`src/rtl/nv_latch_rf_pkg.sv`:
```
// nv_latch_rf shared package: FSM encoding and clog2 helper.
// Imported by the latch register file top and its row sub-module.
package nv_latch_rf_pkg;

  typedef enum logic {
    INIT = 1'b0,
    RUN  = 1'b1
  } state_e;

  function automatic int clog2(input int v);
    int r;
    r = 0;
    while ((1 << r) < v) r++;
    return r;
  endfunction

endpackage

```
`src/rtl/nv_latch_rf_row.sv`:
```
// nv_latch_rf_row: one DW-bit level-sensitive storage row.
// Transparent only while the row is enabled and the clock is low.
module nv_latch_rf_row #(
  parameter int DW = 32
) (
  input  logic          clk_i,
  input  logic          en_i,
  input  logic [DW-1:0] d_i,
  output logic [DW-1:0] q_o
);

  // open during the low phase of the enabled cycle only
  always_latch begin
    if (en_i && !clk_i) q_o <= d_i;
  end

endmodule

```
`src/rtl/nv_latch_rf.sv`:
```
// nv_latch_rf: latch-array register file with post-reset clear sweep.
// Optional same-cycle write-to-read bypass: NV_LATCH_RF_BYPASS_EN.
module nv_latch_rf
  import nv_latch_rf_pkg::*;
#(
  parameter int DW    = 32,
  parameter int DEPTH = 16,
  parameter int AW    = clog2(DEPTH)
) (
  input  logic          nvdla_core_clk,
  input  logic          nvdla_core_rstn,
  input  logic          we,
  input  logic [AW-1:0] wa,
  input  logic [DW-1:0] di,
  input  logic          re,
  input  logic [AW-1:0] ra,
  output logic [DW-1:0] dout,
  output logic          init_busy
);

  localparam logic [AW:0]   DEPTH_X = (AW+1)'(DEPTH);
  localparam logic [AW-1:0] LAST    = AW'(DEPTH - 1);

  state_e        state_q, state_d;
  logic [AW-1:0] cnt_q, cnt_d;
  logic          stg_v_q, stg_v_d;
  logic [AW-1:0] stg_a_q, stg_a_d;
  logic [DW-1:0] stg_d_q, stg_d_d;
  logic [DW-1:0] dout_q, dout_d;
  logic [DW-1:0] rows [DEPTH];
  logic [DW-1:0] rd_data;
  logic [DW-1:0] rd_val;
  logic          wa_ok;

  assign wa_ok = ({1'b0, wa} < DEPTH_X);

  // read mux; addresses with no row fall through to zero
  always_comb begin
    rd_data = '0;
    for (int i = 0; i < DEPTH; i++) begin
      if (ra == AW'(i)) rd_data = rows[i];
    end
  end

`ifdef NV_LATCH_RF_BYPASS_EN
  logic byp;
  assign byp    = we & wa_ok & (wa == ra);
  assign rd_val = byp ? di : rd_data;
`else
  assign rd_val = rd_data;
`endif

  // next state: clear sweep in INIT, staged writes and reads in RUN
  always_comb begin
    state_d = state_q;
    cnt_d   = cnt_q;
    stg_v_d = 1'b0;
    stg_a_d = stg_a_q;
    stg_d_d = stg_d_q;
    dout_d  = dout_q;
    unique case (state_q)
      INIT: begin
        stg_v_d = 1'b1;
        stg_a_d = cnt_q;
        stg_d_d = '0;
        cnt_d   = cnt_q + 1'b1;
        if (cnt_q == LAST) begin
          state_d = RUN;
          cnt_d   = '0;
        end
      end
      RUN: begin
        stg_v_d = we & wa_ok;
        if (we) begin
          stg_a_d = wa;
          stg_d_d = di;
        end
        if (re) dout_d = rd_val;
      end
    endcase
  end

  // state, sweep counter, write staging and read data registers
  always_ff @(posedge nvdla_core_clk or negedge nvdla_core_rstn) begin
    if (!nvdla_core_rstn) begin
      state_q <= INIT;
      cnt_q   <= '0;
      stg_v_q <= 1'b0;
      stg_a_q <= '0;
      stg_d_q <= '0;
      dout_q  <= '0;
    end else begin
      state_q <= state_d;
      cnt_q   <= cnt_d;
      stg_v_q <= stg_v_d;
      stg_a_q <= stg_a_d;
      stg_d_q <= stg_d_d;
      dout_q  <= dout_d;
    end
  end

  for (genvar i = 0; i < DEPTH; i++) begin : g_row
    nv_latch_rf_row #(.DW(DW)) u_row (
      .clk_i (nvdla_core_clk),
      .en_i  (stg_v_q && (stg_a_q == AW'(i))),
      .d_i   (stg_d_q),
      .q_o   (rows[i])
    );
  end

  assign dout      = dout_q;
  assign init_busy = (state_q == INIT) & nvdla_core_rstn;

endmodule
```
`config.mk`:
```
export PLATFORM = sky130hd
export DESIGN_NAME = nv_latch_rf
export DESIGN_NICKNAME = d
export VERILOG_FILES = /design/src/rtl/nv_latch_rf_pkg.sv /design/src/rtl/nv_latch_rf_row.sv /design/src/rtl/nv_latch_rf.sv
export SDC_FILE = /design/constraint.sdc
export NUM_CORES = 1
export LEC_CHECK = 0
export ABC_AREA = 1
export CORE_MARGIN = 2
export CORE_UTILIZATION = 50
export DETAILED_ROUTE_END_ITERATION = 16
export GPL_ROUTABILITY_DRIVEN = 0
export GPL_TIMING_DRIVEN = 0
export MAX_ROUTING_LAYER = met4
export PLACE_DENSITY = 0.78
export SLEW_MARGIN = 20
export SYNTH_ARGS = -nofsm -noshare
export SYNTH_HDL_FRONTEND = slang
export SYNTH_SLANG_ARGS = --single-unit
```
`constraint.sdc`:
```
create_clock -name nvdla_core_clk -period 1.4 [get_ports nvdla_core_clk]
set_clock_uncertainty 0.1 [all_clocks]
set_input_delay 0.28 -clock nvdla_core_clk [delete_from_list [all_inputs] [get_ports nvdla_core_clk]]
set_output_delay 0.28 -clock nvdla_core_clk [all_outputs]
set_load 0.1 [all_outputs]
```
==> out/metrics.yaml, run 1 <==
yosys:
  postSynth.asyncResetShare_pct: 12.63
  synth_edf_count: 0
  mappedNetlistArea_um2: 14780
  synth_top_area_share_pct: 52.04
  synthFlopType: "sky130_fd_sc_hd__dlxtp_1"
  synth_largest_area_cell: "sky130_fd_sc_hd__dlxtp_1"
  area_contributors_post_synth: "sky130_fd_sc_hd__dlxtp_1 52%, sky130_fd_sc_hd__dfrtp_1 13%, sky130_fd_sc_hd__nand2_1 12%, sky130_fd_sc_hd__nor2_1 5.4%, sky130_fd_sc_hd__nand3_1 3.6%"
  mapped_nets: 1825
  ys_types: 25
  synth_register_bits: 586
  syn_area_per_cell_um2: 8.302
  ys.warnings.count: 0
  synth_cells: 1780
floorplanning:
  dieWidth_um: 175.9
  fp-row-count: 62
  die-height_um: 175.9
  initial_utilization_pct: 51.07
  boundaryPins: 77
global_route:
  grt_antenna_before_repair: 13
  grt_start_max_net_pins: 59
  grt_remaining_overflow: 120
  grt_util_all_layers_pct: 74.57
outcome:
  outcome.stop_stage: "global routing (5_1_grt)"
  status: "did not finish"
  first_error_in_the_log: "[ERROR GRT-0232] Routing congestion too high. Check the congestion heatmap in the GUI."
place:
  place.detailed.hpwl_um: 25580
  postPlaceCellArea_um2: 16050
  place_worst_setup_slack_ps: -1454
  dp.cells: 2241
  io_buffers: 76
sta:
  grt-worst-endpoint: "dout[25]$_DFFE_PN0P_/D"
  worst_endpoint_kind: "sequential cell input"
repair_timing:
| item | 4_1_cts |
|---|---|
| resized for setup | 379 |
| pin swaps | 11 |
| hold buffers | 39 |
| hold endpoints to repair | 111 |
| setup endpoints to repair | 125 |
| setup buffers | 21 |
synth_stat cells (all sizes together), types with 17 or more instances:
| cell | number |
|---|---|
| a21oi | 54 |
| a22o | 32 |
| buf | 17 |
| clkbuf | 50 |
| dfrtp | 74 |
| dlxtp | 512 |
| inv | 103 |
| nand2 | 477 |
| nand3 | 105 |
| nand4 | 75 |
| nor2 | 217 |
| or2 | 52 |
kinds of logic after synthesis:
logic type / synth area share (%)
adders and majority gates: 0.08465
buffers and inverters: 4.530
DFF: 12.53
AOI/OAI and AO/OA: 4.081
and+or+nand+nor: 26.75
latches: 52.04
metal layers:
layer  GRT overflow  GRT usage [%]
met5              -              -
met4             45          72.76
met3             23          65.74
met2             44          85.58
met1              8          71.58
per-stage QoR:
step           hold slack (ps)  TNS, ps  utilization (%)
4_1_cts                 -437.5   -74510            70.85
2_1_floorplan           -115.6   -13690                -
3_3_place_gp             365.0  -260870            55.39
3_5_place_dp             67.78   -76450            55.47
==> run 2, diff against run 1 <==
Settings changed: CORE_UTILIZATION 50 to 35, MAX_ROUTING_LAYER met4 to unset, PLACE_DENSITY 0.78 to unset, PLACE_DENSITY_LB_ADDON set to 0.15.
Clock period 1.4 ns to 1.8 ns, I/O delays scaled along.
==> out/metrics.yaml, run 2 <==
worst_hold_path:
  min_path_cells: 3
  worstHoldEndpoint: "stg_d_q[16]$_DFFE_PN0P_"
  worst_hold_path_type: "input pin to register"
  hp-start: "di[16]"
floorplanning:
  dieWidth_um: 209.5  # +19%
  core_area_um2: 41850
  initial_utilization_pct: 35.31  # -16 points
  die_area_um2: 43880
  boundaryPins: 77  # unchanged
  die-height_um: 209.5  # +19%
  fp-row-count: 75  # +21%
yosys:
  synthFlopType: "sky130_fd_sc_hd__dlxtp_1"
  netlist_top_cells_count: "512 x sky130_fd_sc_hd__dlxtp_1, 476 x sky130_fd_sc_hd__nand2_1, 211 x sky130_fd_sc_hd__nor2_1, 105 x sky130_fd_sc_hd__nand3_1, 95 x sky130_fd_sc_hd__inv_1"
  syn_area_per_cell_um2: 8.302  # unchanged
  synth_cells: 1780  # unchanged
  postSynth.asyncResetShare_pct: 12.63  # unchanged
  area_contributors_post_synth: "sky130_fd_sc_hd__dlxtp_1 52%, sky130_fd_sc_hd__dfrtp_1 13%, sky130_fd_sc_hd__nand2_1 12%, sky130_fd_sc_hd__nor2_1 5.4%, sky130_fd_sc_hd__nand3_1 3.6%"
  post-synth-top-count-cell: "sky130_fd_sc_hd__dlxtp_1"
  synth_largest_area_cell: "sky130_fd_sc_hd__dlxtp_1"
  synth_edf_count: 0  # unchanged
  mappedNetlistArea_um2: 14780  # unchanged
  ys_types: 25  # unchanged
  synth_register_bits: 586  # unchanged
  ys.warnings.count: 0  # unchanged
  mapped_nets: 1825  # unchanged
  synth_top_area_share_pct: 52.04  # unchanged
layout:
  sequential_cell_area_um2: 9548
  antenna_cell_count: 0
  layout_cells_sized_above_1_pct: 17.29
  postLayoutCoreUtil_pct: 50.17
  mostFrequentLayoutCell: "sky130_fd_sc_hd__dlxtp_1"
  area_delta_synth_final_pct: 42.09
  layout.cells.most_common_list: "512 x sky130_fd_sc_hd__dlxtp_1, 450 x sky130_fd_sc_hd__nand2_1, 176 x sky130_fd_sc_hd__nor2_1"
  number_of_nets_in_the_finished_design: 2082
  regMostFlops: "g_row.u_row.q_o"
  fillCellCount: 3809
  flip_flop_count_of_the_largest_register_after_layout: 512
  multi_input_area_um2: 4967
  post-route-cell-area_um2: 21000
sta:
  relSlewSlack_pct: 47.37
  worst_slew_pin_slew_ps: 786.5
  rsz_0062_raised_after_global_routing: "yes"
  hold_slack_ps: 154.1
  fin_setup_tns_ps: -51910
  setup_viol_count_final: 85
  hold_violations: 0
  timing.final.ws_setup_ps: -1191
  report.final.slew_viol_count: 0
worst_setup_path:
  path_class: "latch to register"
  timing.critical_path.from_type: "latch"
  critical_path.endpoint_type: "register"
  cp_data_required_time_ps: 2830
  r2r_slack_ps: -1190
  critical_path_peak_fanout: 1
  timing.rr.end: "dout[19]$_DFFE_PN0P_"
  ff2ff_path_depth: 10
  r2r-start: "g_row[2].u_row.q_o[19]$_DLATCH_P_"
  crit_arrival_ps: 4020
global_route:
  grt_pass1_wl_um: 70070
  grt_antenna_before_repair: 0
  grt_util_all_layers_pct: 21.00
  grt_remaining_overflow: 0
  grt_start_max_net_pins: 54
  grt_pass1_vias: 12590
route:
  vias_after_detailed_routing: 12380
  drt_iter0_drc: 873
  detail_route.wl_per_cell_um: 17.23
  final_antenna_net_count: 0
  avg_vias_per_cell: 4.713
  drtPass1Iterations: 7
  route.final.wire_length_um: 45260
  final_routed_drc_violation_total: 0
cts:
  clk_pin_slew_worst_paths_ps: 60
  tritoncts: "yes"
  clock_latency_ps: 1690
pwr:
  power_per_cell_area_nw_per_um2: 456.5
  reg_power_share_pct: 30.5
  p_comb_share_pct: 26.1
  power.share.switching_pct: 35.23
  internal_power_contribution_w: 0.006209
  p_sw_w: 0.003377
  vdd_drop_max_v: 0.0008471
  power.static_leakage_nw: 9.907
  clock_power_share_pct: 43.4
place:
  place.detailed.hpwl_um: 30420  # +19%
  io_buffers: 76  # unchanged
  postPlaceCellArea_um2: 16240  # +1.2%
outcome:
  status: "finished with violations"
  violations: "negative setup slack"
run:
  cap_violations: 0
-- run 2: worst max-delay path, stage by stage, from the launching register on --
cell	delay, ps
sky130_fd_sc_hd__dlxtp_1	270
sky130_fd_sc_hd__nand3_1	70
sky130_fd_sc_hd__nand3_1	80
sky130_fd_sc_hd__nor2_2	150
sky130_fd_sc_hd__nand4_1	130
sky130_fd_sc_hd__nand2_1	100
sky130_fd_sc_hd__nand4_1	130
sky130_fd_sc_hd__nor2_1	170
sky130_fd_sc_hd__nand4_1	140
sky130_fd_sc_hd__nor2_1	140
sky130_fd_sc_hd__nor2_1	60
-- run 2: area by class of cell --
class / instances / area share, %
repair buffers: 141 / 8.205
clock inverters: 40 / 2.312
clock buffers: 127 / 13.87
well taps: 539 / 3.212
flip-flops and latches: 586 / 45.47
inverters: 105 / 1.960
multi-input cells: 1022 / 23.66
plain buffers: 67 / 1.317
-- run 2: power groups by stage --
stage               Clock, W  Sequential, W  Combinational, W
CTS                  0.00425        0.00292           0.00244
detailed placement  0.000107        0.00289           0.00199
global placement    0.000107        0.00287           0.00197
finish               0.00416        0.00292           0.00250
global route         0.00433        0.00297           0.00265
floorplan           0.000107        0.00342          0.000611
-- run 2: what timing repair did --
item,CTS,global route
endpoints found under the setup margin,92,97
hold endpoints to repair,114,21
gates resized for setup,359,66
hold buffers,40,1
buffers inserted,16,7
pin swaps,27,50
-- run 2: how the worst max path moves through the flow --
stage,from,end,slack [ps],cells past startpoint
2_1_floorplan,g_row[6].u_row.q_o[26]$_DLATCH_P_,dout[26]$_DFFE_PN0P_,-270,9
3_3_place_gp,nvdla_core_rstn,init_busy,-3480,4
3_5_place_dp,ra[0],dout[11]$_DFFE_PN0P_,-1230,13
4_1_cts,g_row[2].u_row.q_o[11]$_DLATCH_P_,dout[11]$_DFFE_PN0P_,-1190,10
5_1_grt,g_row[2].u_row.q_o[11]$_DLATCH_P_,dout[11]$_DFFE_PN0P_,-1300,10
6_report,g_row[2].u_row.q_o[19]$_DLATCH_P_,dout[19]$_DFFE_PN0P_,-1190,10
-- run 2: logic make-up after synthesis --
kind of cell,share of synthesized area [%]
latches,52.04
AO/OA/AOI/OAI,4.081
adder cells (fa/ha/maj),0.08465
buffers and inverters,4.530
flip-flops,12.53
AND/OR/NAND/NOR,26.75
-- run 2: routing by layer --
metal | GRT usage, % | wire [µm] | vias up
met2 | 34.06 | 20830 | 335
li1 | - | - | 6168
met4 | 11.57 | 2147 | 0
met3 | 3.591 | 1914 | 134
met5 | 0 | 0 | -
met1 | 26.82 | 20380 | 5745
-- run 2: through the flow --
| step | cells | setup slack [ps] | power (W) |
|---|---|---|---|
| 2_1_floorplan | 1780 | -270.5 | 0.004138 |
| 3_3_place_gp | 2395 | -3485 | 0.004954 |
| 3_5_place_dp | 2396 | -1228 | 0.004987 |
| 4_1_cts | 2619 | -1188 | 0.009602 |
| 5_1_grt | 2627 | -1298 | 0.009958 |
| 6_report | 2627 | -1191 | 0.009585 |
(Power assumes the default switching activity.)
==> run 3, diff against run 2 <==
Settings changed: CTS_BUF_LIST set to sky130_fd_sc_hd__clkbuf_8, SLEW_MARGIN 20 to unset.
==> out/metrics.yaml, run 3 (synthesis results as in run 2) <==
sta:
  hold_violations: 0  # unchanged
  relSlewSlack_pct: 47.60  # +0.23 points
  timing.final.ws_setup_ps: -1068  # +122.5 ps
  rsz_0062_raised_after_global_routing: "yes"
  setup_viol_count_final: 86  # +1.2%
  report.final.slew_viol_count: 0  # unchanged
  worst_slew_pin_slew_ps: 783.1  # -3.417 ps
place:
  place_worst_setup_slack_ps: -1227  # +0.9200 ps
  io_buffers: 76  # unchanged
  place.detailed.hpwl_um: 30330  # -0.32%
  dp.cells: 2396  # unchanged
floorplanning:
  die_area_um2: 43880  # unchanged
  initial_utilization_pct: 35.31  # unchanged
  core_area_um2: 41850  # unchanged
  dieWidth_um: 209.5  # unchanged
  die-height_um: 209.5  # unchanged
  boundaryPins: 77  # unchanged
  fp-row-count: 75  # unchanged
global_route:
  grt_pass1_wl_um: 68940  # -1.6%
  grt_pass1_vias: 12270  # -2.5%
  grt_antenna_before_repair: 0  # unchanged
  grt_start_max_net_pins: 70  # +30%
  grt_util_all_layers_pct: 20.61  # -0.39 points
  grt_remaining_overflow: 0  # unchanged
worst_setup_path:
  r2r_slack_ps: -1070  # +120 ps
  timing.critical_path.from_type: "latch"
  critPathMaxStageDelay_ps: 280  # about the same
  worstSetupPathDepth: 10  # unchanged
  worstSetupStartpoint: "g_row[2].u_row.q_o[9]$_DLATCH_P_"
  timing.critical_path.max_delay_family: "simple AND/OR/NAND/NOR gates"
  critPathSlowestCell: "sky130_fd_sc_hd__dlxtp_1"
  critical_path_peak_fanout: 1  # unchanged
  timing.critical_path.mode_cell: "sky130_fd_sc_hd__nand4_1"
  timing.critical_path.buf_inv: 0  # unchanged
  path_class: "latch to register"
  crit_arrival_ps: 3800  # -220 ps
  r2r-start: "g_row[2].u_row.q_o[9]$_DLATCH_P_"
  timing.rr.end: "dout[9]$_DFFE_PN0P_"
  crit_end: "dout[9]$_DFFE_PN0P_"
  critical_path.endpoint_type: "register"
  crit_path_cell_trace: "nand3_1 -> nand3_2 -> nor2_2 -> nand4_1 -> nand2_1 -> nand4_1 -> nor2_1 -> nand4_1 -> nor2_2 -> nor2_1"
  cp_data_required_time_ps: 2730  # -100 ps
  ff2ff_path_depth: 10  # unchanged
route:
  avg_vias_per_cell: 4.687  # -0.56%
  vias_after_detailed_routing: 12280  # -0.82%
  drtPass1Iterations: 5  # -2
  drt_iter0_drc: 857  # -1.8%
  final_antenna_net_count: 0  # unchanged
  detail_route.wl_per_cell_um: 16.85  # -2.2%
  route.final.wire_length_um: 44140  # -2.5%
  final_routed_drc_violation_total: 0  # unchanged
outcome:
  violations: "negative setup slack"
  status: "finished with violations"
layout:
  number_of_nets_in_the_finished_design: 2077  # -0.24%
  regMostFlops: "g_row.u_row.q_o"
  fillCellCount: 4041  # +6.1%
  mostFrequentLayoutCell: "sky130_fd_sc_hd__dlxtp_1"
  antenna_cell_count: 0  # unchanged
  finish.cell_count_without_fillers: 2620  # -0.27%
  layout_cells_sized_above_1_pct: 16.34  # -0.95 points
  area_delta_synth_final_pct: 32.35
  multi_input_area_um2: 4903  # -1.3%
  flip_flop_count_of_the_largest_register_after_layout: 512  # unchanged
  layout.cells.most_common_list: "512 x sky130_fd_sc_hd__dlxtp_1, 454 x sky130_fd_sc_hd__nand2_1, 182 x sky130_fd_sc_hd__nor2_1"
  sequential_cell_area_um2: 9544  # about the same
cts:
  tritoncts: "yes"
  clock_latency_ps: 1490  # -200 ps
  clk_pin_slew_worst_paths_ps: 90  # +30 ps
pwr:
  power_per_cell_area_nw_per_um2: 413.1  # -9.5%
  power.static_leakage_nw: 9.357  # -5.6%
  report.power.total_w: 0.008080  # -16%
  vdd_drop_max_v: 0.0007800  # -7.9%
worst_hold_path:
  worst_hold_path_type: "input pin to asynchronous set/reset pin"
run:
  cap_violations: 0  # unchanged
[run 3: cell type report]
class | instances | area share, %
Sequential cell | 586 | 48.80
Multi-Input combinational cell | 1022 | 25.07
Clock buffer | 114 | 8.022
Clock inverter | 50 | 2.552
Timing Repair Buffer | 137 | 8.636
Tap cell | 539 | 3.448
Inverter | 105 | 2.066
Buffer | 67 | 1.407
[run 3: report_power, final]
part | switching, W | internal, W | leakage [nW]
clock network | 0.00116 | 0.00154 | 0.997
logic | 0.00156 | 0.000914 | 3.46
registers | 0.000471 | 0.00244 | 4.90
total | 0.00318 | 0.00490 | 9.36
[run 3: stage by stage]
stage | cell area (µm²) | TNS, ps | hold WS, ps | util [%]
6_report | 19560 | -45600 | 109.0 | 46.73
5_1_grt | 19560 | -54020 | 117.8 | 46.73
4_1_cts | 19330 | -47950 | 70.06 | 46.18
3_5_place_dp | 16240 | -48750 | 91.30 | 38.81
3_3_place_gp | 16220 | -225450 | 368.9 | 38.75
2_1_floorplan | 14780 | -7101 | -35.59 | -
[run 3: worst min path at each step]
stage	slack (ps)	depth (start not counted)	endpoint
floorplan	-40	0	cnt_q[0]$_DFFE_PN0N_
global placement	370	2	dout[2]$_DFFE_PN0P_
detailed placement	90	1	cnt_q[2]$_DFFE_PN0N_
CTS	70	6	dout[3]$_DFFE_PN0P_
global route	120	3	cnt_q[0]$_DFFE_PN0N_
finish	110	3	cnt_q[0]$_DFFE_PN0N_
[run 3: repair_timing]
action	CTS	global route
buffers inserted	15	6
gates resized for setup	352	49
setup endpoints to repair	90	90
pin swaps	18	29
hold endpoints to repair	111	0
hold buffers	39	0
[run 3: worst reg2reg max path, stage by stage, from the launching register on]
cell and delay [ps]:
sky130_fd_sc_hd__dlxtp_1 280, sky130_fd_sc_hd__nand3_1 80, sky130_fd_sc_hd__nand3_2 70, sky130_fd_sc_hd__nor2_2 150, sky130_fd_sc_hd__nand4_1 110, sky130_fd_sc_hd__nand2_1 110
sky130_fd_sc_hd__nand4_1 100, sky130_fd_sc_hd__nor2_1 120, sky130_fd_sc_hd__nand4_1 160, sky130_fd_sc_hd__nor2_2 150, sky130_fd_sc_hd__nor2_1 60
[run 3: per-layer routing]
layer	global-route usage [%]	wire, µm	vias to the layer above	share of wire, %
met5	0.2225	0	-	0
met1	26.92	20470	5700	46
met3	3.726	1606	125	3.6
li1	-	-	6139	-
met2	32.51	20000	316	45
met4	11.45	2062	0	4.7
==> run 4, diff against run 3 <==
Settings changed: CAP_MARGIN set to 20.
==> results of run 4 <==
The final DEF is identical to that of run 3; final timing and power are the same.
